[config.mk]
export PLATFORM = sky130hd
export DESIGN_NAME = alu_seq
export DESIGN_NICKNAME = d
export VERILOG_FILES = /design/src/rtl/alu_seq.sv
export SDC_FILE = /design/constraint.sdc
export NUM_CORES = 1
export LEC_CHECK = 0
export CAP_MARGIN = 30
export CORE_ASPECT_RATIO = 1.1
export CORE_MARGIN = 2
export CORE_UTILIZATION = 49
export CTS_CLUSTER_SIZE = 30
export DETAILED_ROUTE_END_ITERATION = 6
export DONT_BUFFER_PORTS = 1
export HOLD_SLACK_MARGIN = 0.02
export PLACE_DENSITY = 0.66
export SKIP_LAST_GASP = 1
export SYNTH_ARGS = -nofsm -noshare
export SYNTH_HDL_FRONTEND = slang
export SYNTH_SLANG_ARGS = --single-unit
[constraint.sdc]
create_clock -name clk -period 3 [get_ports clk]
set_input_delay 0.6 -clock clk [delete_from_list [all_inputs] [get_ports clk]]
set_output_delay 0.6 -clock clk [all_outputs]
set_load 0.02 [all_outputs]
[src/rtl/alu_seq.sv]
// rtl/alu_seq.sv - registered multi-cycle ALU with persistent carry and iterative shifter
//
// Accepts one operation per in_valid/in_ready handshake and presents a
// registered result plus C/Z/N/V flags on an out_valid/out_ready handshake.
// Arithmetic and logic ops, illegal opcodes and zero-amount shifts complete
// on the accept edge. Shifts by N>0 run one bit per cycle in the SHIFT state.
//
// Optional build macro: ALU_SEQ_BARREL_EN
//   defined   - shifts/rotate use a single-cycle barrel shifter; SHIFT is
//               never entered and busy is tied low.
//   undefined - iterative shifter, result appears N+1 edges after accept.
//
// Ports:
//   clk, rst              clock, asynchronous active-high reset
//   in_valid, in_ready    operation request handshake
//   op, a, b              opcode, operands (b[SHW-1:0] is the shift amount)
//   out_valid, out_ready  result handshake
//   result                registered result
//   flag_c/z/n/v          carry-borrow (persistent), zero, negative, overflow
//   op_err                current result came from an illegal opcode
//   busy                  iterative shift in progress

module alu_seq #(
    parameter int WIDTH = 8,
    parameter int SHW   = $clog2(WIDTH)
) (
    input  logic             clk,
    input  logic             rst,
    input  logic             in_valid,
    output logic             in_ready,
    input  logic [3:0]       op,
    input  logic [WIDTH-1:0] a,
    input  logic [WIDTH-1:0] b,
    output logic             out_valid,
    input  logic             out_ready,
    output logic [WIDTH-1:0] result,
    output logic             flag_c,
    output logic             flag_z,
    output logic             flag_n,
    output logic             flag_v,
    output logic             op_err,
    output logic             busy
);

    localparam logic [3:0] OP_ADD = 4'h0;
    localparam logic [3:0] OP_ADC = 4'h1;
    localparam logic [3:0] OP_SUB = 4'h2;
    localparam logic [3:0] OP_SBB = 4'h3;
    localparam logic [3:0] OP_ASR = 4'h4;
    localparam logic [3:0] OP_LSR = 4'h5;
    localparam logic [3:0] OP_ROR = 4'h6;
    localparam logic [3:0] OP_CLR = 4'h7;
    localparam logic [3:0] OP_OR  = 4'h8;
    localparam logic [3:0] OP_AND = 4'h9;
    localparam logic [3:0] OP_XOR = 4'hA;
    localparam logic [3:0] OP_NOT = 4'hB;

    typedef enum logic {
        IDLE  = 1'b0,
        SHIFT = 1'b1
    } state_t;

    state_t           state_q, state_d;
    logic [WIDTH-1:0] result_q, result_d;
    logic [WIDTH-1:0] work_q, work_d;
    logic [SHW-1:0]   cnt_q, cnt_d;
    logic [3:0]       sh_op_q, sh_op_d;
    logic             c_q, c_d;
    logic             z_q, z_d;
    logic             n_q, n_d;
    logic             v_q, v_d;
    logic             err_q, err_d;
    logic             out_valid_q, out_valid_d;

    logic             accept;
    logic             pop;
    logic [SHW-1:0]   sh_amt;
    logic             is_shift;
    logic             defer_shift;

    // Single-cycle result path, used for everything except deferred shifts
    logic             cin;
    logic [WIDTH:0]   add_ext;
    logic [WIDTH:0]   sub_ext;
    logic [WIDTH-1:0] sh_val;
    logic [WIDTH-1:0] imm_res;
    logic             imm_c;
    logic             imm_v;
    logic             imm_legal;

    // One-bit step of ASR / LSR / ROR; any other code is treated as ROR
    function automatic logic [WIDTH-1:0] shift_one(input logic [3:0] sop,
                                                   input logic [WIDTH-1:0] v);
        logic [WIDTH-1:0] r;
        case (sop)
            OP_ASR:  r = {v[WIDTH-1], v[WIDTH-1:1]};
            OP_LSR:  r = {1'b0, v[WIDTH-1:1]};
            default: r = {v[0], v[WIDTH-1:1]};
        endcase
        return r;
    endfunction

    assign in_ready = (state_q == IDLE) && (!out_valid_q || out_ready);
    assign accept   = in_valid && in_ready;
    assign pop      = out_valid_q && out_ready;
    assign sh_amt   = b[SHW-1:0];
    assign is_shift = (op == OP_ASR) || (op == OP_LSR) || (op == OP_ROR);

`ifdef ALU_SEQ_BARREL_EN
    assign defer_shift = 1'b0;
    assign busy        = 1'b0;
`else
    // Amount 0 shifts bypass SHIFT and complete like any other op
    assign defer_shift = is_shift && (sh_amt != '0);
    assign busy        = (state_q == SHIFT);
`endif

    always_comb begin
        // ADC/SBB consume the carry as registered at the accept edge
        cin     = ((op == OP_ADC) || (op == OP_SBB)) ? c_q : 1'b0;
        add_ext = {1'b0, a} + {1'b0, b} + {{WIDTH{1'b0}}, cin};
        sub_ext = {1'b0, a} - {1'b0, b} - {{WIDTH{1'b0}}, cin};

        sh_val = a;
`ifdef ALU_SEQ_BARREL_EN
        for (int i = 0; i < WIDTH - 1; i++) begin
            if (i < int'(sh_amt)) begin
                sh_val = shift_one(op, sh_val);
            end
        end
`endif

        imm_res   = '0;
        imm_c     = c_q;
        imm_v     = 1'b0;
        imm_legal = 1'b1;
        case (op)
            OP_ADD, OP_ADC: begin
                imm_res = add_ext[WIDTH-1:0];
                imm_c   = add_ext[WIDTH];
                imm_v   = (a[WIDTH-1] == b[WIDTH-1]) && (add_ext[WIDTH-1] != a[WIDTH-1]);
            end
            OP_SUB, OP_SBB: begin
                // Bit WIDTH of the extended difference is the borrow out
                imm_res = sub_ext[WIDTH-1:0];
                imm_c   = sub_ext[WIDTH];
                imm_v   = (a[WIDTH-1] != b[WIDTH-1]) && (sub_ext[WIDTH-1] != a[WIDTH-1]);
            end
            OP_ASR, OP_LSR, OP_ROR: imm_res = sh_val;
            OP_CLR:                 imm_res = '0;
            OP_OR:                  imm_res = a | b;
            OP_AND:                 imm_res = a & b;
            OP_XOR:                 imm_res = a ^ b;
            OP_NOT:                 imm_res = ~a;
            default:                imm_legal = 1'b0;
        endcase
    end

    always_comb begin
        state_d     = state_q;
        result_d    = result_q;
        work_d      = work_q;
        cnt_d       = cnt_q;
        sh_op_d     = sh_op_q;
        c_d         = c_q;
        z_d         = z_q;
        n_d         = n_q;
        v_d         = v_q;
        err_d       = err_q;
        out_valid_d = out_valid_q;

        if (pop) begin
            out_valid_d = 1'b0;
        end

        case (state_q)
            IDLE: begin
                if (accept) begin
                    if (defer_shift) begin
                        work_d  = a;
                        cnt_d   = sh_amt;
                        sh_op_d = op;
                        state_d = SHIFT;
                    end else begin
                        out_valid_d = 1'b1;
                        if (imm_legal) begin
                            result_d = imm_res;
                            c_d      = imm_c;
                            z_d      = (imm_res == '0);
                            n_d      = imm_res[WIDTH-1];
                            v_d      = imm_v;
                            err_d    = 1'b0;
                        end else begin
                            // Illegal opcode leaves every flag untouched
                            result_d = '0;
                            err_d    = 1'b1;
                        end
                    end
                end
            end
            SHIFT: begin
                work_d = shift_one(sh_op_q, work_q);
                cnt_d  = cnt_q - 1'b1;
                if (cnt_q == SHW'(1)) begin
                    result_d    = work_d;
                    z_d         = (work_d == '0);
                    n_d         = work_d[WIDTH-1];
                    v_d         = 1'b0;
                    err_d       = 1'b0;
                    out_valid_d = 1'b1;
                    state_d     = IDLE;
                end
            end
        endcase
    end

    always_ff @(posedge clk or posedge rst) begin
        if (rst) begin
            state_q     <= IDLE;
            result_q    <= '0;
            work_q      <= '0;
            cnt_q       <= '0;
            sh_op_q     <= '0;
            c_q         <= 1'b0;
            z_q         <= 1'b0;
            n_q         <= 1'b0;
            v_q         <= 1'b0;
            err_q       <= 1'b0;
            out_valid_q <= 1'b0;
        end else begin
            state_q     <= state_d;
            result_q    <= result_d;
            work_q      <= work_d;
            cnt_q       <= cnt_d;
            sh_op_q     <= sh_op_d;
            c_q         <= c_d;
            z_q         <= z_d;
            n_q         <= n_d;
            v_q         <= v_d;
            err_q       <= err_d;
            out_valid_q <= out_valid_d;
        end
    end

    assign out_valid = out_valid_q;
    assign result    = result_q;
    assign flag_c    = c_q;
    assign flag_z    = z_q;
    assign flag_n    = n_q;
    assign flag_v    = v_q;
    assign op_err    = err_q;

endmodule

======== After elaboration in Yosys (flattened, before gate mapping) ========
Index checks and enable logic that the tools add are counted.
cells by class
  div/mod/pow operators ................... 0
  $add $sub $neg .......................... 5
  eq/ne operators ......................... 23
  shift operators ......................... 0
  reductions and logical operators ........ 25
  magnitude comparators ................... 0
  bitwise gates (word level) .............. 6
  $mul .................................... 0
  multiplexer cells ....................... 46
operators by type and width
  kind                                                              number
  8-bit two-way mux                                                 7
  8-bit case mux with 7 select lines                                1
  8-bit case mux with 2 select lines                                3
  4-bit by 3-bit == test with 1-bit output (second input constant)  6
  1-bit two-way mux                                                 24
  4-bit == test (second input constant)                             4
  8-bit logical NOT                                                 2
  1-bit case mux with 2 select lines                                8
  12-bit OR reduction                                               1
  8-bit by 8-bit adder with 9-bit output                            1
  9-bit by 1-bit adder with 9-bit output                            1
  8-bit by 8-bit subtractor with 9-bit output                       1
  9-bit by 1-bit subtractor with 9-bit output                       1
  8-bit bitwise AND                                                 1
  4-bit by 2-bit == test with 1-bit output (second input constant)  2
  2-bit != test (second input constant)                             4
  8-bit NOT                                                         1
  8-bit bitwise OR                                                  1
  8-bit XOR                                                         1
  1-bit logical AND                                                 6
  3-bit two-way mux                                                 2
  3-bit case mux with 2 select lines                                1
  3-bit AND reduction                                               2
  5-bit AND reduction                                               1
  other kinds (16)                                                  23
storage, ports and cells
  bits in writable memories ............... 0
  bits in read-only memories .............. 0
  output and inout port bits .............. 16
  input bits .............................. 24
  register bits after elaboration ......... 30
  latch bits .............................. 0
  logic and storage cells ................. 116
  memories ................................ 0

======== Longest topological paths before layout ========
  depth in word-level cells ............... 11
  mapped depth ............................ 15
  gate-level depth less buffers ........... 13

======== Least setup slack after synthesis ========
Ideal clock, no wire load.
  path kind ............................... input to register
  start point ............................. input op[0]
  end point ............................... register z_q, in the netlist flag_z
  data required time ...................... 2,874 ps
  path buffers ............................ 3
  data arrival time ....................... 3,511 ps
  setup slack ............................. -637 ps
  setup time .............................. 126 ps
  stages on the path ...................... 13
  cell sequence ........................... buf_2 > buf_2 > buf_2 > nand3_1 > fa_1 > ha_1 > or4_1 > o221a_1 > or4_1 > nand3_1 > a21o_2 > nor4_1 > a221o_1
on the way
  word-level cells in the longest chain between the ends .. 10
  elaborated cells between the ends (all ways) .. 33
  classes of those cells .................. add/sub (2); eq/ne (13); mux (7); reduce/logical (11)
RTL lines
  what                                                                                                          RTL line  RTL
  start: declaration                                                                                            31        input logic [3:0] op,
  4-bit by 1-bit == test with 1-bit output / 4-bit by 2-bit == test with 1-bit output (equally long branches)   120, 137
  1-bit logical OR                                                                                              120       cin = ((op == OP_ADC) || (op == OP_SBB)) ? c_q : 1'b0;
  1-bit two-way mux                                                                                             120
  9-bit by 1-bit subtractor with 9-bit output / 9-bit by 1-bit adder with 9-bit output (equally long branches)  122, 121
  8-bit case mux with 7 select lines                                                                            137       case (op)
  8-bit logical NOT                                                                                             189       z_d = (imm_res == '0);
  1-bit two-way mux                                                                                             186       if (imm_legal) begin
  1-bit two-way mux                                                                                             179       if (defer_shift) begin
  1-bit two-way mux                                                                                             178       if (accept) begin
  1-bit case mux with 2 select lines                                                                            176       case (state_q)
  end signal: assignment                                                                                        237       z_q <= z_d;
  end: declaration                                                                                              69        logic z_q, z_d;
Parallel ways exist; a longest one is shown, timed or not. The select of a mux whose other input is x is not followed.
A chain may end at the register's enable or synchronous reset.

======== Worst setup path in the final report ========
  start point ............................. register c_q, in the netlist flag_c
  end point ............................... register z_q, in the netlist flag_z
on the way
  word-level cells in the longest chain between the ends .. 8
  elaborated cells between the ends (all ways) .. 9
  classes of those cells .................. add/sub (2); mux (6); reduce/logical (1)
RTL lines
  what                                                                                                          RTL line  RTL
  start: declaration                                                                                            68        logic c_q, c_d;
  start signal: assignment                                                                                      224       c_q <= 1'b0;
  start signal: assignment                                                                                      236       c_q <= c_d;
  1-bit two-way mux (*)                                                                                         120
  9-bit by 1-bit subtractor with 9-bit output / 9-bit by 1-bit adder with 9-bit output (equally long branches)  122, 121
  8-bit case mux with 7 select lines (*)                                                                        137
  8-bit logical NOT (*)                                                                                         189
  1-bit two-way mux (*)                                                                                         186
  1-bit two-way mux (*)                                                                                         179
  1-bit two-way mux (*)                                                                                         178
  1-bit case mux with 2 select lines (*)                                                                        176
Every way passes the cells marked *; elsewhere a longest branch is shown, timed or not. The select of a mux whose other input is x is not followed.

==> run summary <==
CTS tree: yes
Total power: 2.00 mW
Share of layout cells above drive strength 1: 13.6%
Syn Inst Count: 342
Grt ovf: 0
Filler Cell Count: 557
EDFF count, synth: 0
Outcome: finished, final reports clean
First-pass GRT wire length: 12600 um
Clock tree buffer depth: 2
DP Worst Slack: -254 ps
CP most frequent cell: or4_1
Crit Path Category: reg -> reg
Pwr/cell area: 627 nW/um^2
Reg2reg start: flag_c
Worst VDD drop: 0.266 mV
Drt first pass iters: 5
RSZ-0062 raised after global routing: false
Highest clock rate: 346 MHz
Num CTS Buffers: 5
Via count: 2548
CP Cell Sequence: nand3_4, fa_2, ha_4, or4_1, o221a_1, or4_1, nand3_1, a21o_2, nor4_2, a221o_1
Routed len/inst: 17.0 um
Post-detail-place hpwl: 5950 um
MaxCap Viol Count: 0
Final WS setup: 113 ps
Multi-input gate area: 1950 um^2
Hold slack final: 279 ps
Yosys top cell area share: 26.5%
Detailed Route Iter0 Violations: 181
WP data required: 3160 ps
Critical-path cell with the highest stage delay: or4_1
Nets@finish: 420
Routed WL: 7410 um
Slowest stage delay, CP: 460 ps
Vias per cell: 5.83
Chip width: 76.5 um
Placed instance count: 430
Most frequent cell after synthesis: nand2_1
Syn_nets: 402
Worst slew margin: 39.5%
Starting Density: 50.1%
Max Slew Vio Count: 0
Final Hold Vio Count: 0
Ant. Diodes: 0
Core area: 5660 um^2
Die ar.: 6410 um^2
Drt drc: 0
Vias in the first global route: 2603
Top_reg_cell synth: dfrtp_1
Synth cell count leaders: nand2_1 (35), ha_1 (32), inv_1 (31)
#FFs+latches synth: 30
Htree depth: 2
Cell Count, Final, Fillers Out: 437
Post-Syn Area: 2830 um^2
Hold Crit Class: in -> async
CTS Sinks: 30
Tmin final: 2890 ps
DP Area: 3090 um^2
Dominant cells by area after synthesis: dfrtp_1 (26%), ha_1 (14%), nand2_1 (4.6%)
Leak Pwr: 1.48 nW
Rows: 29
Cts-stage hold buffer count: 0
Critical path endpoint category: register
Yosys cell types: 58
CP Launch Point: flag_c
Post-CTS setup buffers: 0
Setup Skew: 4.97 ps
Layout Utilization: 56.2%
Port buffer count: 0
Measured slew at the worst slew-check pin: 896 ps
Post-synth ARST share: 100%
Gr usage total: 24.5%
Design area: 3180 um^2
GP Congestion: 0.885
Worst-path clk slew: 60 ps
Worst EP arrival: 3050 ps
Fin crit share: 96.2%
CTS root buffer: clkbuf_8
Setup violations, final: 0
Top cell type by total area after synthesis: dfrtp_1
CP startpoint kind: register
Area added between synthesis and finish: 12.2%
Seq/Total Area, Yosys: 26.5%
Setup_tns: 0 ps
Yosys warnings: 0
I/O pins: 40
Crit Path Max Fanout: 2
Post-route ant nets: 0
Largest net degree at the start of global routing: 31
Seq. cell area: 751 um^2
Worst skew pair latency: 280 ps
Syn Area/Cell: 8.29 um^2
DIE HEIGHT: 83.8 um
Antenna violations before repair: 0
==> critical path, delay by kind of cell, from the launching register on <==
kind / cells / cell delay (ps)
fa+ha+maj: 2 / 560
compound gates: 3 / 690
flops: 1 / 440
simple gates: 5 / 1090
==> power breakdown <==
part	switching [mW]	internal, mW
combinational	0.506	0.387
sequential	0.227	0.583
clock	0.134	0.159
total	0.866	1.13
==> placed cells by master, fill, tap and decap left out, drive strengths merged, types with 4 or more instances in the layout <==
cell type | Yosys | final
xnor2 | 4 | 4
dfrtp | 30 | 30
nand2b | 6 | 6
o21ai | 22 | 22
nor3 | 6 | 6
and2 | 9 | 9
a221oi | 4 | 4
nor2 | 30 | 30
nor2b | 5 | 5
a221o | 9 | 9
a211oi | 7 | 7
inv | 31 | 31
clkbuf | 6 | 7
fa | 4 | 4
xor2 | 5 | 5
nand3 | 7 | 7
nand2 | 35 | 35
buf | 8 | 25
a21oi | 24 | 24
ha | 32 | 32
a21o | 6 | 6
==> registers in the layout, indices dropped and copies added (netlist names) <==
register	count
busy	1
flag_n	1
op_err	1
flag_c	1
work_q	8
sh_op_q	4
result	8
flag_v	1
cnt_q	3
out_valid	1
flag_z	1
==> cell type report <==
type / instances / share of cell area, %
multi-input combinational: 266 / 61.3
sequential: 30 / 23.6
timing repair buffer: 25 / 5.90
inverter: 32 / 3.78
tap: 77 / 3.03
clock buffer: 7 / 2.40
==> metal layers <==
layer	global-route usage, %	wire (um)	vias to the layer above	part of all wire (%)
li1	-	-	1247	-
met2	43.9	3860	49	52
met3	2.81	277	7	3.7
met4	8.60	65	0	0.88
met5	0	0	-	0
met1	30.3	3200	1245	43
==> cell families (layout without fill, tap and decap cells) <==
logic type | after synthesis | count (layout) | synth area share (%)
simple gates | 119 | 119 | 20.8
compound gates | 94 | 94 | 22.5
buf+inv | 46 | 64 | 6.62
fa+ha+maj | 36 | 36 | 17.0
flops | 30 | 30 | 26.5
xor+xnor | 9 | 9 | 2.78
mux | 8 | 8 | 3.84
==> repair_timing <==
| item | 4_1_cts | 5_1_grt |
|---|---|---|
| resized for setup | 0 | 3 |
| endpoints found under the setup margin | 0 | 3 |
| endpoints found under the hold margin | 0 | 0 |
==> worst paths after layout <==
path,to,slack (ps),cells after the start
max,flag_z,110,10
min,sh_op_q[0],280,2
max reg2reg,flag_z,110,10
min reg2reg,sh_op_q[2],460,1
max in group asynchronous,out_valid,2440,2
min in group clk,sh_op_q[1],440,2
(Power assumes the default switching activity.)
